$ cat src/rtl/mat_loop_sequencer_pkg.sv
// Shared definitions for the matrix-multiply loop sequencer: state encoding
// and the default loop-bound width.
package mat_loop_sequencer_pkg;

    localparam int DEFAULT_DIM_WIDTH = 8;

    typedef enum logic [1:0] {
        SEQ_IDLE = 2'd0,
        SEQ_RUN  = 2'd1,
        SEQ_DONE = 2'd2
    } seqState_e;

endpackage

$ cat src/rtl/mat_loop_sequencer_if.sv
// Command and beat handshake bundle between the RISC-V command port, the
// sequencer and the operand-fetch/MAC pipeline.
interface mat_loop_sequencer_if
    import mat_loop_sequencer_pkg::*;
#(
    parameter int DIM_WIDTH = DEFAULT_DIM_WIDTH
);
    logic                 startIn;
    logic                 abortIn;
    logic [DIM_WIDTH-1:0] rowsIn;
    logic [DIM_WIDTH-1:0] colsIn;
    logic [DIM_WIDTH-1:0] innerIn;
    logic                 readyIn;
    logic                 validOut;
    logic [DIM_WIDTH-1:0] iOut;
    logic [DIM_WIDTH-1:0] jOut;
    logic [DIM_WIDTH-1:0] kOut;
    logic                 firstOut;
    logic                 lastOut;
    logic                 busyOut;
    logic                 doneOut;

    modport slave (
        input  startIn, abortIn, rowsIn, colsIn, innerIn, readyIn,
        output validOut, iOut, jOut, kOut, firstOut, lastOut, busyOut, doneOut
    );

    modport master (
        output startIn, abortIn, rowsIn, colsIn, innerIn, readyIn,
        input  validOut, iOut, jOut, kOut, firstOut, lastOut, busyOut, doneOut
    );

endinterface

$ cat src/rtl/mat_loop_sequencer_loop_index.sv
// One loop level: an index register that counts 0..lastVal and reports when
// it sits on its final value so the next outer level can advance.
module mat_loop_sequencer_loop_index
    import mat_loop_sequencer_pkg::*;
#(
    parameter int DIM_WIDTH = DEFAULT_DIM_WIDTH
) (
    input  logic                 clkIn,
    input  logic                 rstIn,
    input  logic                 clrIn,
    input  logic                 advIn,
    input  logic [DIM_WIDTH-1:0] lastValIn,
    output logic [DIM_WIDTH-1:0] idxOut,
    output logic                 wrapOut
);

    logic [DIM_WIDTH-1:0] idxR;

    assign wrapOut = (idxR == lastValIn);
    assign idxOut  = idxR;

    // Index register: clear on start, otherwise step or wrap on advance.
    always_ff @(posedge clkIn or negedge rstIn) begin
        if (!rstIn) begin
            idxR <= {DIM_WIDTH{1'b0}};
        end else if (clrIn) begin
            idxR <= {DIM_WIDTH{1'b0}};
        end else if (advIn) begin
            if (wrapOut) begin
                idxR <= {DIM_WIDTH{1'b0}};
            end else begin
                idxR <= idxR + {{(DIM_WIDTH-1){1'b0}}, 1'b1};
            end
        end else begin
            idxR <= idxR;
        end
    end

endmodule

$ cat src/rtl/mat_loop_sequencer.sv
// Nested i/j/k loop sequencer: latches R, C, K on start and emits one index
// triple per accepted beat, flagging accumulator-clear and write-back beats.
module mat_loop_sequencer
    import mat_loop_sequencer_pkg::*;
#(
    parameter int DIM_WIDTH = DEFAULT_DIM_WIDTH
) (
    input  logic                 clkIn,
    input  logic                 rstIn,
    mat_loop_sequencer_if.slave  seqIf
);

    localparam logic [DIM_WIDTH-1:0] ZERO_IDX = {DIM_WIDTH{1'b0}};
    localparam logic [DIM_WIDTH-1:0] ONE_IDX  = {{(DIM_WIDTH-1){1'b0}}, 1'b1};

    seqState_e            stateR;
    logic [DIM_WIDTH-1:0] rowsLastR;
    logic [DIM_WIDTH-1:0] colsLastR;
    logic [DIM_WIDTH-1:0] innerLastR;
    logic                 validR;
    logic                 firstR;
    logic                 lastR;
    logic                 busyR;
    logic                 doneR;

    logic [DIM_WIDTH-1:0] idxI;
    logic [DIM_WIDTH-1:0] idxJ;
    logic [DIM_WIDTH-1:0] idxK;
    logic                 wrapI;
    logic                 wrapJ;
    logic                 wrapK;

    logic                 startAccS;
    logic                 zeroBoundS;
    logic                 handshakeS;
    logic                 advKS;
    logic                 advJS;
    logic                 advIS;
    logic                 finalBeatS;
    logic                 lastNextS;

    // Handshake decode and the k -> j -> i carry chain.
    always_comb begin
        startAccS  = (stateR == SEQ_IDLE) && seqIf.startIn;
        zeroBoundS = (seqIf.rowsIn == ZERO_IDX) || (seqIf.colsIn == ZERO_IDX) ||
                     (seqIf.innerIn == ZERO_IDX);
        handshakeS = (stateR == SEQ_RUN) && validR && seqIf.readyIn;
        advKS      = handshakeS;
        advJS      = advKS && wrapK;
        advIS      = advJS && wrapJ;
        finalBeatS = advIS && wrapI;
        // After a k wrap the next beat has k=0, which is also last only when K=1.
        if (wrapK) begin
            lastNextS = (innerLastR == ZERO_IDX);
        end else begin
            lastNextS = ((idxK + ONE_IDX) == innerLastR);
        end
    end

    mat_loop_sequencer_loop_index #(.DIM_WIDTH(DIM_WIDTH)) uIdxK (
        .clkIn     (clkIn),
        .rstIn     (rstIn),
        .clrIn     (startAccS),
        .advIn     (advKS),
        .lastValIn (innerLastR),
        .idxOut    (idxK),
        .wrapOut   (wrapK)
    );

    mat_loop_sequencer_loop_index #(.DIM_WIDTH(DIM_WIDTH)) uIdxJ (
        .clkIn     (clkIn),
        .rstIn     (rstIn),
        .clrIn     (startAccS),
        .advIn     (advJS),
        .lastValIn (colsLastR),
        .idxOut    (idxJ),
        .wrapOut   (wrapJ)
    );

    mat_loop_sequencer_loop_index #(.DIM_WIDTH(DIM_WIDTH)) uIdxI (
        .clkIn     (clkIn),
        .rstIn     (rstIn),
        .clrIn     (startAccS),
        .advIn     (advIS),
        .lastValIn (rowsLastR),
        .idxOut    (idxI),
        .wrapOut   (wrapI)
    );

    // Sequencer FSM with bound latches and registered status/beat flags.
    always_ff @(posedge clkIn or negedge rstIn) begin
        if (!rstIn) begin
            stateR     <= SEQ_IDLE;
            rowsLastR  <= ZERO_IDX;
            colsLastR  <= ZERO_IDX;
            innerLastR <= ZERO_IDX;
            validR     <= 1'b0;
            firstR     <= 1'b0;
            lastR      <= 1'b0;
            busyR      <= 1'b0;
            doneR      <= 1'b0;
        end else begin
            case (stateR)
                SEQ_IDLE: begin
                    if (startAccS) begin
                        rowsLastR  <= seqIf.rowsIn - ONE_IDX;
                        colsLastR  <= seqIf.colsIn - ONE_IDX;
                        innerLastR <= seqIf.innerIn - ONE_IDX;
                        busyR      <= 1'b1;
                        if (zeroBoundS) begin
                            stateR <= SEQ_DONE;
                            validR <= 1'b0;
                            firstR <= 1'b0;
                            lastR  <= 1'b0;
                            doneR  <= 1'b1;
                        end else begin
                            stateR <= SEQ_RUN;
                            validR <= 1'b1;
                            firstR <= 1'b1;
                            lastR  <= (seqIf.innerIn == ONE_IDX);
                            doneR  <= 1'b0;
                        end
                    end else begin
                        validR <= 1'b0;
                        firstR <= 1'b0;
                        lastR  <= 1'b0;
                        busyR  <= 1'b0;
                        doneR  <= 1'b0;
                    end
                end
                SEQ_RUN: begin
                    if (seqIf.abortIn) begin
                        stateR <= SEQ_IDLE;
                        validR <= 1'b0;
                        firstR <= 1'b0;
                        lastR  <= 1'b0;
                        busyR  <= 1'b0;
                        doneR  <= 1'b0;
                    end else if (finalBeatS) begin
                        stateR <= SEQ_DONE;
                        validR <= 1'b0;
                        firstR <= 1'b0;
                        lastR  <= 1'b0;
                        busyR  <= 1'b1;
                        doneR  <= 1'b1;
                    end else if (handshakeS) begin
                        firstR <= wrapK;
                        lastR  <= lastNextS;
                    end else begin
                        firstR <= firstR;
                        lastR  <= lastR;
                    end
                end
                SEQ_DONE: begin
                    stateR <= SEQ_IDLE;
                    validR <= 1'b0;
                    firstR <= 1'b0;
                    lastR  <= 1'b0;
                    busyR  <= 1'b0;
                    doneR  <= 1'b0;
                end
                default: begin
                    stateR <= SEQ_IDLE;
                    validR <= 1'b0;
                    firstR <= 1'b0;
                    lastR  <= 1'b0;
                    busyR  <= 1'b0;
                    doneR  <= 1'b0;
                end
            endcase
        end
    end

    assign seqIf.validOut = validR;
    assign seqIf.iOut     = idxI;
    assign seqIf.jOut     = idxJ;
    assign seqIf.kOut     = idxK;
    assign seqIf.firstOut = firstR;
    assign seqIf.lastOut  = lastR;
    assign seqIf.busyOut  = busyR;
    assign seqIf.doneOut  = doneR;

endmodule

$ cat src/flat_wrapper.sv
// flat-port wrapper written by rule: the top's interface ports become plain ports
module mat_loop_sequencer_flat import mat_loop_sequencer_pkg::*;
#(
    parameter int DIM_WIDTH = DEFAULT_DIM_WIDTH
)
  (clkIn, rstIn, seqIf_startIn, seqIf_abortIn, seqIf_rowsIn, seqIf_colsIn, seqIf_innerIn, seqIf_readyIn, seqIf_validOut, seqIf_iOut, seqIf_jOut, seqIf_kOut, seqIf_firstOut, seqIf_lastOut, seqIf_busyOut, seqIf_doneOut);
  mat_loop_sequencer_if #(.DIM_WIDTH(DIM_WIDTH)) seqIf_i ();
  input  logic clkIn;
  input  logic rstIn;
  input wire logic [$bits(seqIf_i.startIn)-1:0] seqIf_startIn;
  input wire logic [$bits(seqIf_i.abortIn)-1:0] seqIf_abortIn;
  input wire logic [$bits(seqIf_i.rowsIn)-1:0] seqIf_rowsIn;
  input wire logic [$bits(seqIf_i.colsIn)-1:0] seqIf_colsIn;
  input wire logic [$bits(seqIf_i.innerIn)-1:0] seqIf_innerIn;
  input wire logic [$bits(seqIf_i.readyIn)-1:0] seqIf_readyIn;
  output wire logic [$bits(seqIf_i.validOut)-1:0] seqIf_validOut;
  output wire logic [$bits(seqIf_i.iOut)-1:0] seqIf_iOut;
  output wire logic [$bits(seqIf_i.jOut)-1:0] seqIf_jOut;
  output wire logic [$bits(seqIf_i.kOut)-1:0] seqIf_kOut;
  output wire logic [$bits(seqIf_i.firstOut)-1:0] seqIf_firstOut;
  output wire logic [$bits(seqIf_i.lastOut)-1:0] seqIf_lastOut;
  output wire logic [$bits(seqIf_i.busyOut)-1:0] seqIf_busyOut;
  output wire logic [$bits(seqIf_i.doneOut)-1:0] seqIf_doneOut;
  assign seqIf_i.startIn = seqIf_startIn;
  assign seqIf_i.abortIn = seqIf_abortIn;
  assign seqIf_i.rowsIn = seqIf_rowsIn;
  assign seqIf_i.colsIn = seqIf_colsIn;
  assign seqIf_i.innerIn = seqIf_innerIn;
  assign seqIf_i.readyIn = seqIf_readyIn;
  assign seqIf_validOut = seqIf_i.validOut;
  assign seqIf_iOut = seqIf_i.iOut;
  assign seqIf_jOut = seqIf_i.jOut;
  assign seqIf_kOut = seqIf_i.kOut;
  assign seqIf_firstOut = seqIf_i.firstOut;
  assign seqIf_lastOut = seqIf_i.lastOut;
  assign seqIf_busyOut = seqIf_i.busyOut;
  assign seqIf_doneOut = seqIf_i.doneOut;
  mat_loop_sequencer #(.DIM_WIDTH(DIM_WIDTH)) u_core (.clkIn(clkIn), .rstIn(rstIn), .seqIf(seqIf_i));
endmodule
$ cat config.mk
export PLATFORM = sky130hd
export DESIGN_NAME = mat_loop_sequencer_flat
export DESIGN_NICKNAME = d
export VERILOG_FILES = /design/src/rtl/mat_loop_sequencer_pkg.sv /design/src/rtl/mat_loop_sequencer_if.sv /design/src/rtl/mat_loop_sequencer_loop_index.sv /design/src/rtl/mat_loop_sequencer.sv /design/src/flat_wrapper.sv
export SDC_FILE = /design/constraint.sdc
export NUM_CORES = 1
export LEC_CHECK = 0
export CORE_ASPECT_RATIO = 1.4
export CORE_MARGIN = 2
export CORE_UTILIZATION = 39
export DETAILED_ROUTE_END_ITERATION = 7
export PLACE_DENSITY_LB_ADDON = 0.2
export RECOVER_POWER = 25
export SYNTH_ARGS = -nofsm -noshare
export SYNTH_HDL_FRONTEND = slang
export SYNTH_SLANG_ARGS = --single-unit
$ cat constraint.sdc
create_clock -name clkIn -period 2.92 [get_ports clkIn]
set_input_delay 0.292 -clock clkIn [delete_from_list [all_inputs] [get_ports clkIn]]
set_output_delay 0.292 -clock clkIn [all_outputs]
set_load 0.05 [all_outputs]
==> run summary <==
Status: finished clean
Reg power frac: 39.4%
Hold Startpoint: u_core.rowsLastR[6]
Layout cells sized above 1: 5.76%
Post-DP HPWL: 6390 um
Vias per cell: 5.43
CP Cell Sequence: xor2_1, nor4_2, a21oi_1, a21o_1, a22o_1
R2R Path End: u_core.uIdxJ.idxOut[5]
WL per Instance: 15.2 um
PnR worst setup slack: 726 ps
PortBufs: 57
Met3 Use GR: 2.87%
Crit path to: u_core.uIdxJ.idxOut[5]
H-tree Lvls: 2
Syn nets: 411
Setup_tns: 0 ps
Worst Path Arrival: 2380 ps
Slew headroom: 24.9%
Detailed Route WL: 8180 um
Vias post-DR: 2926
Setup CP Type: reg2reg
Clock skew: 5.39 ps
Required time of the worst setup path: 3100 ps
Placer Congestion: 0.879
Setup WS pre-CTS: 613 ps
Total congestion overflow: 0
Synth Register Bits: 55
Max-cap violation count: 0
Clk_lat worst skew: 290 ps
Combinational group share of total power: 43.0%
P&R area growth vs syn: 24.6%
Initial Util: 40.1%
Core Box Area: 8560 sq um
Hold Path Class: reg2reg
Ys async rst share: 100%
Sw Ratio: 43.0%
Inserted Clock Buffers: 5
Final count of negative-setup-slack endpoints: 0
Top Usage Layer GRT: met2
Post-Syn Area: 3430 sq um
Pwr dens: 783 nW/um^2
# DRC: 0
CTS Root Buffer Type: clkbuf_16
CTS Sinks: 55
Row count: 40
Mean Syn Cell Area: 9.22 sq um
Post-synth top area share: 40.1%
P_sw: 1440 uW
Most common library cell in the layout ignoring fill and taps: clkdlybuf4s50_1
ANT cells: 0
GRT Total Usage: 17.9%
Number of flops mapped to enable cells by yosys: 0
Slowest cell delay on critical path: 540 ps
Crit. Startpoint: u_core.uIdxJ.idxOut[6]
Largest net degree at the start of global routing: 25
Most used DFF post-synth: dfrtp_1
Final Hold Vio Count: 0
Synth Warn #: 0
Gate Count Post-Synth: 372
Non-Filler Instances: 539
Internal Pwr Total: 1910 uW
Critical R2R Launch: u_core.uIdxJ.idxOut[6]
Die X: 83.2 um
R2R cell count: 5
Crit. End Element: register
Crit-path max FO: 14
Final Slew Violations: 0
Antenna violations before repair: 0
Area post-placement: 4130 sq um
Clock network fraction of total power: 17.6%
Clock slew at reported path FFs: 70 ps
First-pass GRT wire length: 13900 um
Cell accounting for the most synthesized area: dfrtp_1
Total Power: 3350 uW
Top-level port count: 58
Final period utilization: 75.1%
Static leakage: 0.00175 uW
Yosys cell types: 60
Cells after DPL: 530
Sequential fraction of the synthesis area: 40.1%
Final instance area: 4270 sq um
Grt met1 use: 21.5%
Vias in the first global route: 2883
Slew @ Worst Pin: 1130 ps
Clock tree buffer depth: 2
Fin nets: 472
RSZ-0062 raised after global routing: no
ANT nets after route: 0
Pre-antenna DRT Iters: 4
DR iter-0 viols: 100
Max Clk Rate: 456 MHz
Synth top area cells: dfrtp_1 40%, xor2_1 8.4%, xnor2_1 4.9%
Slowest-stage cell, CP: nor4_2
Tmin final: 2190 ps
Met2 Resource Use GR: 32.9%
DIE HEIGHT: 115 um
CTS tree: built
Most frequent cells in the layout: 56 x clkdlybuf4s50_1, 55 x dfrtp_1, 40 x nand2_1
Crit path launch type: register
Peak supply drop: 0.000429 V
R2R Setup Slk: 730 ps
Post-CTS sizing: 0
Die ar.: 9570 sq um
[critical path, delay by kind of cell (launching register included)]
| family | cells | cell delay (ps) |
|---|---|---|
| compound gates | 3 | 940 |
| simple gates | 1 | 540 |
| flops | 1 | 440 |
| xor+xnor | 1 | 170 |
[final cells by class]
cell class,instances,area (sq um)
tap,105,131
inverter,17,63.8
clock inverter,1,5.00
clock buffer,7,133
timing repair buffer,65,623
sequential,55,1380
fill,821,4290
multi-input combinational,289,1940
[layer usage]
metal | wire length (um) | part of all wire (%)
met1 | 3510 | 43
met2 | 4280 | 52
met3 | 242 | 3.0
met4 | 149 | 1.8
met5 | 0 | 0
[state kept, by name, indices dropped and copies added (netlist names)]
name,count
u_core.seqIf.busyOut,1
u_core.colsLastR,8
u_core.innerLastR,8
u_core.rowsLastR,8
u_core.stateR,2
u_core.uIdxI.idxOut,8
u_core.seqIf.doneOut,1
u_core.uIdxJ.idxOut,8
u_core.uIdxK.idxOut,8
u_core.seqIf.firstOut,1
u_core.seqIf.validOut,1
u_core.seqIf.lastOut,1
[how the worst min path moves through the flow]
| stage | to | depth (start not counted) |
|---|---|---|
| 2_1_floorplan | u_core.colsLastR[0] | 0 |
| 3_3_place_gp | u_core.rowsLastR[5] | 1 |
| 3_5_place_dp | u_core.uIdxI.idxOut[6] | 1 |
| 4_1_cts | u_core.uIdxI.idxOut[6] | 2 |
| 5_1_grt | u_core.rowsLastR[0] | 2 |
| 6_report | u_core.rowsLastR[6] | 2 |
[power by group through the flow]
| stage | combinational [uW] | sequential, uW | clock, uW |
|---|---|---|---|
| floorplan | 794 | 1510 | 0 |
| global placement | 1430 | 1330 | 0 |
| detailed placement | 1440 | 1340 | 0 |
| CTS | 1450 | 1320 | 599 |
| global route | 1580 | 1360 | 636 |
| finish | 1440 | 1320 | 588 |
[kinds of logic (layout without fill, tap and decap cells)]
kind of cell / after synthesis / in the layout / synth area share (%)
AO/OA/AOI/OAI: 91 / 91 / 17.3
XOR/XNOR: 54 / 54 / 14.4
adder cells (fa/ha/maj): 10 / 10 / 3.65
buffers and inverters: 28 / 90 / 3.28
flip-flops: 55 / 55 / 40.1
AND/OR/NAND/NOR: 134 / 134 / 21.2
[what timing repair did]
item,CTS,global route
hold endpoints to repair,18,0
hold buffers,1,0
setup endpoints to repair,0,0
buffers inserted,0,0
[per-stage QoR]
step / hold slack [ps] / util (%)
2_1_floorplan: -3.59 / -
3_3_place_gp: 281 / 48.2
3_5_place_dp: 284 / 48.2
4_1_cts: 507 / 50.0
5_1_grt: 523 / 49.9
6_report: 502 / 49.9
[cells in the mapped netlist, types with 2 or more instances]
library cell and number:
a211o_1 2, a211oi_1 8, a21o_1 4, a21oi_1 15, a22o_1 6, and3_1 4, and4b_1 2, buf_2 3
clkbuf_1 6, dfrtp_1 55, ha_1 10, inv_1 17, nand2_1 40, nand2b_1 3, nand3_1 16, nand4_1 5
nor2_1 25, nor2b_1 2, nor3_1 8, nor3b_1 3, nor4_1 5, nor4_2 3, o21ai_0 28, o21ai_1 6
o22ai_1 6, o31ai_1 2, o41ai_1 2, or3_1 4, xnor2_1 19, xor2_1 33
(Power assumes the default switching activity.)
